$ cat src/rtl/id_issue_pkg.sv
// id_issue_pkg: shared definitions for the decode/issue stage.
//  - opcode class codes (opcode[6:4])
//  - instruction field bit positions
//  - control bundle struct, its bubble value and the class decoder
package id_issue_pkg;

    // Register address width; the instruction format fixes rd/rs at 4 bits.
    localparam int REG_AW = 4;

    // Instruction field positions: [31:25]opcode [24:21]rd [20:17]rs [16]immf [15:0]imm
    localparam int OPC_LO   = 25;
    localparam int CLS_LO   = 29;   // opcode[6:4] selects the class
    localparam int RD_LO    = 21;
    localparam int RS_LO    = 17;
    localparam int IMMF_BIT = 16;
    localparam int IMM_LO   = 0;

    typedef enum logic [2:0] {
        CLS_INTE  = 3'd0,
        CLS_LOGIC = 3'd1,
        CLS_SHIFT = 3'd2,
        CLS_LD    = 3'd3,
        CLS_ST    = 3'd4,
        CLS_BR    = 3'd5
    } op_cls_e;

    // One-hot (or all-zero for NOP) control bundle handed to ex.
    typedef struct packed {
        logic inte;
        logic lgc;
        logic shift;
        logic ld;
        logic st;
        logic br;
    } ctrl_t;

    localparam ctrl_t CTRL_BUBBLE = '0;

    function automatic ctrl_t decode_ctrl(input logic [2:0] cls);
        ctrl_t c;
        c = CTRL_BUBBLE;
        case (cls)
            CLS_INTE:  c.inte  = 1'b1;
            CLS_LOGIC: c.lgc   = 1'b1;
            CLS_SHIFT: c.shift = 1'b1;
            CLS_LD:    c.ld    = 1'b1;
            CLS_ST:    c.st    = 1'b1;
            CLS_BR:    c.br    = 1'b1;
            default:   c       = CTRL_BUBBLE;   // unused classes decode as NOP
        endcase
        return c;
    endfunction

    // Classes that produce a register result.
    function automatic logic is_writer(input ctrl_t c);
        return c.inte | c.lgc | c.shift | c.ld;
    endfunction

endpackage

$ cat src/rtl/id_regfile.sv
// id_regfile: NUM_REGS x DATA_W register file.
//  - two combinational read ports (a, b) with write-first bypass
//  - one write port, committed on the rising edge
//  - synchronous active-low clear; writes are ignored while rst==0
// Ports:
//  clk, rst                 clock, synchronous active-low reset
//  we_i, waddr_i, wdata_i   write port
//  raddr_a_i / rdata_a_o    read port a
//  raddr_b_i / rdata_b_o    read port b
module id_regfile
    import id_issue_pkg::*;
#(
    parameter int DATA_W   = 32,
    parameter int NUM_REGS = 16
) (
    input  logic              clk,
    input  logic              rst,
    input  logic              we_i,
    input  logic [REG_AW-1:0] waddr_i,
    input  logic [DATA_W-1:0] wdata_i,
    input  logic [REG_AW-1:0] raddr_a_i,
    output logic [DATA_W-1:0] rdata_a_o,
    input  logic [REG_AW-1:0] raddr_b_i,
    output logic [DATA_W-1:0] rdata_b_o
);

    logic [DATA_W-1:0] regs_q [NUM_REGS];
    logic [DATA_W-1:0] regs_d [NUM_REGS];

    always_comb begin
        regs_d = regs_q;
        if (we_i) regs_d[waddr_i] = wdata_i;
    end

    always_ff @(posedge clk) begin
        if (!rst) begin
            for (int i = 0; i < NUM_REGS; i++) regs_q[i] <= '0;
        end else begin
            regs_q <= regs_d;
        end
    end

    // Write-first: a same-cycle writeback is visible to the reader.
    assign rdata_a_o = (we_i && (waddr_i == raddr_a_i)) ? wdata_i : regs_q[raddr_a_i];
    assign rdata_b_o = (we_i && (waddr_i == raddr_b_i)) ? wdata_i : regs_q[raddr_b_i];

endmodule

$ cat src/rtl/id_issue.sv
// id_issue: decode/issue stage in front of ex.
//  Decodes inst_i, reads rd/rs from id_regfile and loads the issue register
//  that drives every ex-facing output (1-cycle fetch-to-ex latency). ex's
//  writeback is written into the register file.
// Ports:
//  clk, rst                     clock, synchronous active-low reset
//  inst_v_i, inst_i, pc_i       fetched instruction
//  stall_o                      fetch must hold inst_i/pc_i this cycle
//  ex_stall_i, ex_branch_i      ex stall / taken-branch flush
//  wb_en_i, wb_addr_i, wb_data_i  ex writeback
//  *_value_o, rd_addr_o, pc_value_o, opcode_o, ctrl_*_o, immf_o, rsv_o  issue bundle
module id_issue
    import id_issue_pkg::*;
#(
    parameter int DATA_W   = 32,
    parameter int NUM_REGS = 16,
    parameter int PC_W     = 16,
    parameter int IMM_W    = 16
) (
    input  logic              clk,
    input  logic              rst,
    input  logic              inst_v_i,
    input  logic [31:0]       inst_i,
    input  logic [PC_W-1:0]   pc_i,
    output logic              stall_o,
    input  logic              ex_stall_i,
    input  logic              ex_branch_i,
    input  logic              wb_en_i,
    input  logic [REG_AW-1:0] wb_addr_i,
    input  logic [DATA_W-1:0] wb_data_i,
    output logic [DATA_W-1:0] rd_value_o,
    output logic [DATA_W-1:0] rs_value_o,
    output logic [DATA_W-1:0] imm_value_o,
    output logic [REG_AW-1:0] rd_addr_o,
    output logic [PC_W-1:0]   pc_value_o,
    output logic [6:0]        opcode_o,
    output logic              ctrl_inte_o,
    output logic              ctrl_logic_o,
    output logic              ctrl_shift_o,
    output logic              ctrl_ld_o,
    output logic              ctrl_st_o,
    output logic              ctrl_br_o,
    output logic              immf_o,
    output logic              rsv_o
);

    // ---------------- decode ----------------
    logic [6:0]        dec_opcode;
    logic [REG_AW-1:0] dec_rd;
    logic [REG_AW-1:0] dec_rs;
    logic              dec_immf;
    logic [IMM_W-1:0]  dec_imm;
    ctrl_t             dec_ctrl;
    logic [DATA_W-1:0] dec_imm_sx;
    logic [DATA_W-1:0] rf_rd_data;
    logic [DATA_W-1:0] rf_rs_data;

    assign dec_opcode = inst_i[OPC_LO +: 7];
    assign dec_rd     = inst_i[RD_LO +: REG_AW];
    assign dec_rs     = inst_i[RS_LO +: REG_AW];
    assign dec_immf   = inst_i[IMMF_BIT];
    assign dec_imm    = inst_i[IMM_LO +: IMM_W];
    assign dec_ctrl   = decode_ctrl(inst_i[CLS_LO +: 3]);
    // Sign-extended regardless of immf; ex decides whether to use it.
    assign dec_imm_sx = {{(DATA_W-IMM_W){dec_imm[IMM_W-1]}}, dec_imm};

    id_regfile #(
        .DATA_W   (DATA_W),
        .NUM_REGS (NUM_REGS)
    ) u_regfile (
        .clk       (clk),
        .rst       (rst),
        .we_i      (wb_en_i),
        .waddr_i   (wb_addr_i),
        .wdata_i   (wb_data_i),
        .raddr_a_i (dec_rd),
        .rdata_a_o (rf_rd_data),
        .raddr_b_i (dec_rs),
        .rdata_b_o (rf_rs_data)
    );

    // ---------------- issue register ----------------
    logic [6:0]        opcode_q,   opcode_d;
    logic [REG_AW-1:0] rd_addr_q,  rd_addr_d;
    ctrl_t             ctrl_q,     ctrl_d;
    logic              immf_q,     immf_d;
    logic              rsv_q,      rsv_d;
    logic [DATA_W-1:0] rd_value_q, rd_value_d;
    logic [DATA_W-1:0] rs_value_q, rs_value_d;
    logic [DATA_W-1:0] imm_q,      imm_d;
    logic [PC_W-1:0]   pc_q,       pc_d;

    // RAW against the instruction sitting in the issue register. Its result
    // reaches wb_* one cycle later, where the bypass picks it up, so a single
    // bubble is enough.
    logic reads_rd, reads_rs, raw_hazard;
    assign reads_rd   = !dec_ctrl.br;
    assign reads_rs   = !dec_immf;
    assign raw_hazard = rsv_q && inst_v_i &&
                        ((reads_rd && (dec_rd == rd_addr_q)) ||
                         (reads_rs && (dec_rs == rd_addr_q)));

    logic stall_c, load_inst, load_bubble;

    always_comb begin
        opcode_d    = opcode_q;
        rd_addr_d   = rd_addr_q;
        ctrl_d      = ctrl_q;
        immf_d      = immf_q;
        rsv_d       = rsv_q;
        rd_value_d  = rd_value_q;
        rs_value_d  = rs_value_q;
        imm_d       = imm_q;
        pc_d        = pc_q;
        stall_c     = 1'b0;
        load_inst   = 1'b0;
        load_bubble = 1'b0;

        if (ex_branch_i) begin
            load_bubble = 1'b1;             // flush wins even over an ex stall
        end else if (ex_stall_i) begin
            stall_c = 1'b1;                 // hold: keep register contents
        end else if (raw_hazard) begin
            load_bubble = 1'b1;
            stall_c     = 1'b1;             // fetch re-presents inst_i next cycle
        end else if (inst_v_i) begin
            load_inst = 1'b1;
        end else begin
            load_bubble = 1'b1;
        end

        if (load_inst) begin
            opcode_d   = dec_opcode;
            rd_addr_d  = dec_rd;
            ctrl_d     = dec_ctrl;
            immf_d     = dec_immf;
            rsv_d      = is_writer(dec_ctrl);
            rd_value_d = rf_rd_data;
            rs_value_d = rf_rs_data;
            imm_d      = dec_imm_sx;
            pc_d       = pc_i;
        end else if (load_bubble) begin
            opcode_d   = '0;
            rd_addr_d  = '0;
            ctrl_d     = CTRL_BUBBLE;
            immf_d     = 1'b0;
            rsv_d      = 1'b0;
            rd_value_d = '0;
            rs_value_d = '0;
            imm_d      = '0;
            pc_d       = '0;
        end
    end

    always_ff @(posedge clk) begin
        if (!rst) begin
            opcode_q   <= '0;
            rd_addr_q  <= '0;
            ctrl_q     <= CTRL_BUBBLE;
            immf_q     <= 1'b0;
            rsv_q      <= 1'b0;
            rd_value_q <= '0;
            rs_value_q <= '0;
            imm_q      <= '0;
            pc_q       <= '0;
        end else begin
            opcode_q   <= opcode_d;
            rd_addr_q  <= rd_addr_d;
            ctrl_q     <= ctrl_d;
            immf_q     <= immf_d;
            rsv_q      <= rsv_d;
            rd_value_q <= rd_value_d;
            rs_value_q <= rs_value_d;
            imm_q      <= imm_d;
            pc_q       <= pc_d;
        end
    end

    // stall_o is combinational so fetch can hold in the same cycle; it is
    // kept low while reset is asserted.
    assign stall_o      = stall_c & rst;

    assign opcode_o     = opcode_q;
    assign rd_addr_o    = rd_addr_q;
    assign ctrl_inte_o  = ctrl_q.inte;
    assign ctrl_logic_o = ctrl_q.lgc;
    assign ctrl_shift_o = ctrl_q.shift;
    assign ctrl_ld_o    = ctrl_q.ld;
    assign ctrl_st_o    = ctrl_q.st;
    assign ctrl_br_o    = ctrl_q.br;
    assign immf_o       = immf_q;
    assign rsv_o        = rsv_q;
    assign rd_value_o   = rd_value_q;
    assign rs_value_o   = rs_value_q;
    assign imm_value_o  = imm_q;
    assign pc_value_o   = pc_q;

endmodule
$ cat config.mk
export PLATFORM = sky130hd
export DESIGN_NAME = id_issue
export DESIGN_NICKNAME = d
export VERILOG_FILES = /design/src/rtl/id_issue_pkg.sv /design/src/rtl/id_regfile.sv /design/src/rtl/id_issue.sv
export SDC_FILE = /design/constraint.sdc
export NUM_CORES = 2
export LEC_CHECK = 0
export CORE_ASPECT_RATIO = 0.9
export CORE_MARGIN = 2
export CORE_UTILIZATION = 30
export CTS_CLUSTER_SIZE = 30
export DETAILED_ROUTE_END_ITERATION = 12
export SLEW_MARGIN = 10
export SYNTH_ARGS = -nofsm -noshare
export SYNTH_HDL_FRONTEND = slang
export SYNTH_HIERARCHICAL = 1
export SYNTH_SLANG_ARGS = --single-unit
$ cat constraint.sdc
create_clock -name clk -period 2.85 [get_ports clk]
set_clock_uncertainty 0.1 [all_clocks]
set_input_delay 0.57 -clock clk [delete_from_list [all_inputs] [get_ports clk]]
set_output_delay 0.57 -clock clk [all_outputs]
set_load 0.01 [all_outputs]
==> flow_summary_export.csv <==
group,metric,value,unit
synth,synth_edf_count,0,
sta,finalSetupViolCount,0,
clocking,cts_tree,"done",
job,max_cap_viol_count,0,
worst_setup_path,cp_data_required_time,2180,ps
floorplan,ios,222,
synth,ys_top_cells_by_area,"dfxtp_1 39%, mux4_2 18%, nand2_1 14%, a21boi_0 11%, clkbuf_1 3.1%",
clocking,clkLatencyLatePin,610,ps
synth,ys_ff_latch,627,
clocking,cts.sinks,627,
final_layout,drive_gt1_frac,0.191,
synth,synthMuxAreaShare,0.204,
floorplan,dieHeight,314,µm
pwr,pwr-share-clk,0.455,
sta,relSlewSlack,0.146,
route,drtIter0Drc,2938,
route,dr.pass1.iters,5,
pwr,cellLeakagePower,13.0,nW
synth,synth_compound_area_frac,0.168,
sta,finalMaxSlewViolations,0,
floorplan,initial_utilization,0.303,
pwr,vdd_drop_max,0.370,mV
clocking,htree_levels,3,
pwr,power.share.switching,0.248,
sta,fin_crit,2750,ps
pwr,internal_power,0.0150,W
final_layout,nets,3703,
pwr,p_seq_frac,0.447,
worst_setup_path,cp-start-kind,"primary input",
global_routing,grt_pass1_vias,26500,
synth,yosys.area_share.simple,0.178,
hold_path,min_path_type,"primary input to flip-flop",
clocking,cts_buffer_depth,3,
route,antenna_left,0,
sta,fin_crit_sh,0.964,
sta,max_freq,364,MHz
synth,synth-xor-area-share,0.00437,
pwr,power_frac_comb,0.097,
synth,synth_top_family_by_area,"multiplexers",
synth,synth.distinct_cells,35,
synth,synth_adder_area_share,0,
synth,synth_top_cell_area_share,0.392,
final_layout,syn2layout_area_growth,23.2,%
clocking,ctsHoldBuffers,0,
sta,hold_viol_final,0,
synth,synth.top_cells.by_count,"1,218 x nand2_1, 627 x dfxtp_1, 480 x a21boi_0, 262 x clkbuf_1, 258 x mux4_2",
synth,synth_most_common_cell,"nand2_1",
worst_setup_path,cp_max_fo,5,
global_routing,grt_max_degree,178,
status,status,"complete, no violations",
route,drc_errors,0,
clocking,cts_root_buf,"clkbuf_16",
synth,yosysTopAreaCell,"dfxtp_1",
pwr,power_density,507,nW/µm²
pwr,p_sw,0.00496,W
floorplan,core,106000,µm²
global_routing,antenna_found_initial,7,
sta,finalWorstSetupSlack,103,ps
synth,syn-cell-area,32000,µm²
route,vias,27500,
route,drt-wirelength-per-cell,24.2,µm
pwr,finalPower,0.0200,W
global_routing,overflow,0,
synth,synthCells,3483,
placement,dpl.hpwl,75200,µm
global_routing,grt_pass1_wl,179000,µm
placement,gp_congestion,0.869,
floorplan,die_x,348,µm
synth,ys.warnings.count,6,
placement,io_buffers,221,
synth,synth_seq_area_share,0.392,
worst_setup_path,cp-end-kind,"primary output",
synth,avgSynthCellArea,9.20,µm²
sta,rsz0062_at_grt,"no",
worst_setup_path,worstSetupPathType,"primary input to primary output",
floorplan,rows,113,
clocking,path_clk_slew,60,ps
synth,synth_nets,3573,
placement,dp_slack,-189,ps
worst_setup_path,crit_arrival,2080,ps
route,wl,122000,µm
synth,yosys_most_used_dff,"dfxtp_1",
route,routed_via_density,5.46,
sta,worst_slew_pin_slew,1280,ps
synth,synth_async_sr_flop_share,0,
global_routing,grt_use_total,0.218,
floorplan,dieArea,109000,µm²
clocking,numCtsBuffers,67,
[power by group through the flow]
stage                     combinational, W  sequential (W)  clock (W)
after floorplan                    0.00104         0.00913          0
after global placement             0.00192         0.00914          0
after detailed placement           0.00192         0.00914          0
after CTS                          0.00192         0.00895    0.00920
after global routing               0.00203         0.00896    0.00958
final                              0.00195         0.00895    0.00910
[per-stage QoR]
step	area [µm²]	hold WS, ps	instances	util	setup TNS [ps]
global placement	37200	333	4924	0.352	-5200
global route	39500	208	5044	0.373	0
floorplan	32000	342	3483	-	0
finish	39500	192	5046	0.373	0
detailed placement	37200	341	4924	0.352	-7890
CTS	39500	174	5044	0.373	0
[state kept, by name, indices dropped and copies added, names as in the netlist]
register          cells
opcode_o              7
immf_o                1
imm_value_o          16
ctrl_logic_o          1
pc_value_o           16
ctrl_st_o             1
u_regfile/regs_q    512
rs_value_o           32
rsv_o                 1
ctrl_shift_o          1
ctrl_inte_o           1
ctrl_ld_o             1
ctrl_br_o             1
rd_value_o           32
rd_addr_o             4
[layout make-up]
| class | count | area, µm² |
|---|---|---|
| repair buffers | 442 | 4910 |
| flip-flops and latches | 627 | 12600 |
| clock buffers | 108 | 2110 |
| clock inverters | 12 | 138 |
| multi-input cells | 2475 | 18000 |
| well taps | 1380 | 1730 |
| diodes | 2 | 5.00 |
| fillers | 10500 | 66300 |
[worst max-delay path: stages]
cell	delay [ps]
clkdlybuf4s50_1	540
nor2b_2	240
a21o_1	190
o22ai_4	100
a21o_1	160
dlygate4sd2_1	280
[metal layers]
| metal | wire (µm) | track usage |
|---|---|---|
| met2 | 56200 | 0.351 |
| met3 | 11200 | 0.0434 |
| met4 | 4750 | 0.0875 |
| met1 | 49800 | 0.287 |
| met5 | 79 | 0 |
[cell families after synthesis]
logic type / after synthesis
XOR/XNOR: 16
multiplexers: 322
AND/OR/NAND/NOR: 1383
AO/OA/AOI/OAI: 754
flip-flops: 627
buffers and inverters: 381
[worst paths after layout]
kind | cells past startpoint | slack, ps | start | to
setup / recovery | 6 | 100 | inst_i[29] | stall_o
hold / removal | 3 | 190 | inst_i[21] | rd_addr_o[0]$_SDFFE_PN0P_
setup reg to reg | 7 | 670 | rd_addr_o[1]$_SDFFE_PN0P_ | rd_value_o[23]$_SDFFE_PN0P_
hold reg to reg | 2 | 350 | imm_value_o[10]$_SDFFE_PN0P_ | imm_value_o[10]$_SDFFE_PN0P_
[layout by cell type (no fill, tap or decap), types with 64 or more instances in the layout]
cell | synthesis | routed
clkdlybuf4s50_1 | 0 | 213
clkbuf_16 | 0 | 73
o21ai_0 | 113 | 113
a22oi_1 | 124 | 124
dfxtp_1 | 627 | 624
buf_4 | 30 | 140
mux4_2 | 258 | 258
nand3b_1 | 110 | 110
mux2_2 | 64 | 64
buf_12 | 0 | 82
nand2_1 | 1218 | 1206
a21boi_0 | 480 | 480
[what timing repair did]
item | in CTS | in global routing
resized for setup | 7 | 0
buffers inserted | 0 | 0
endpoints found under the setup margin | 1 | 0
No activity file was read; power rests on OpenSTA's default activity.
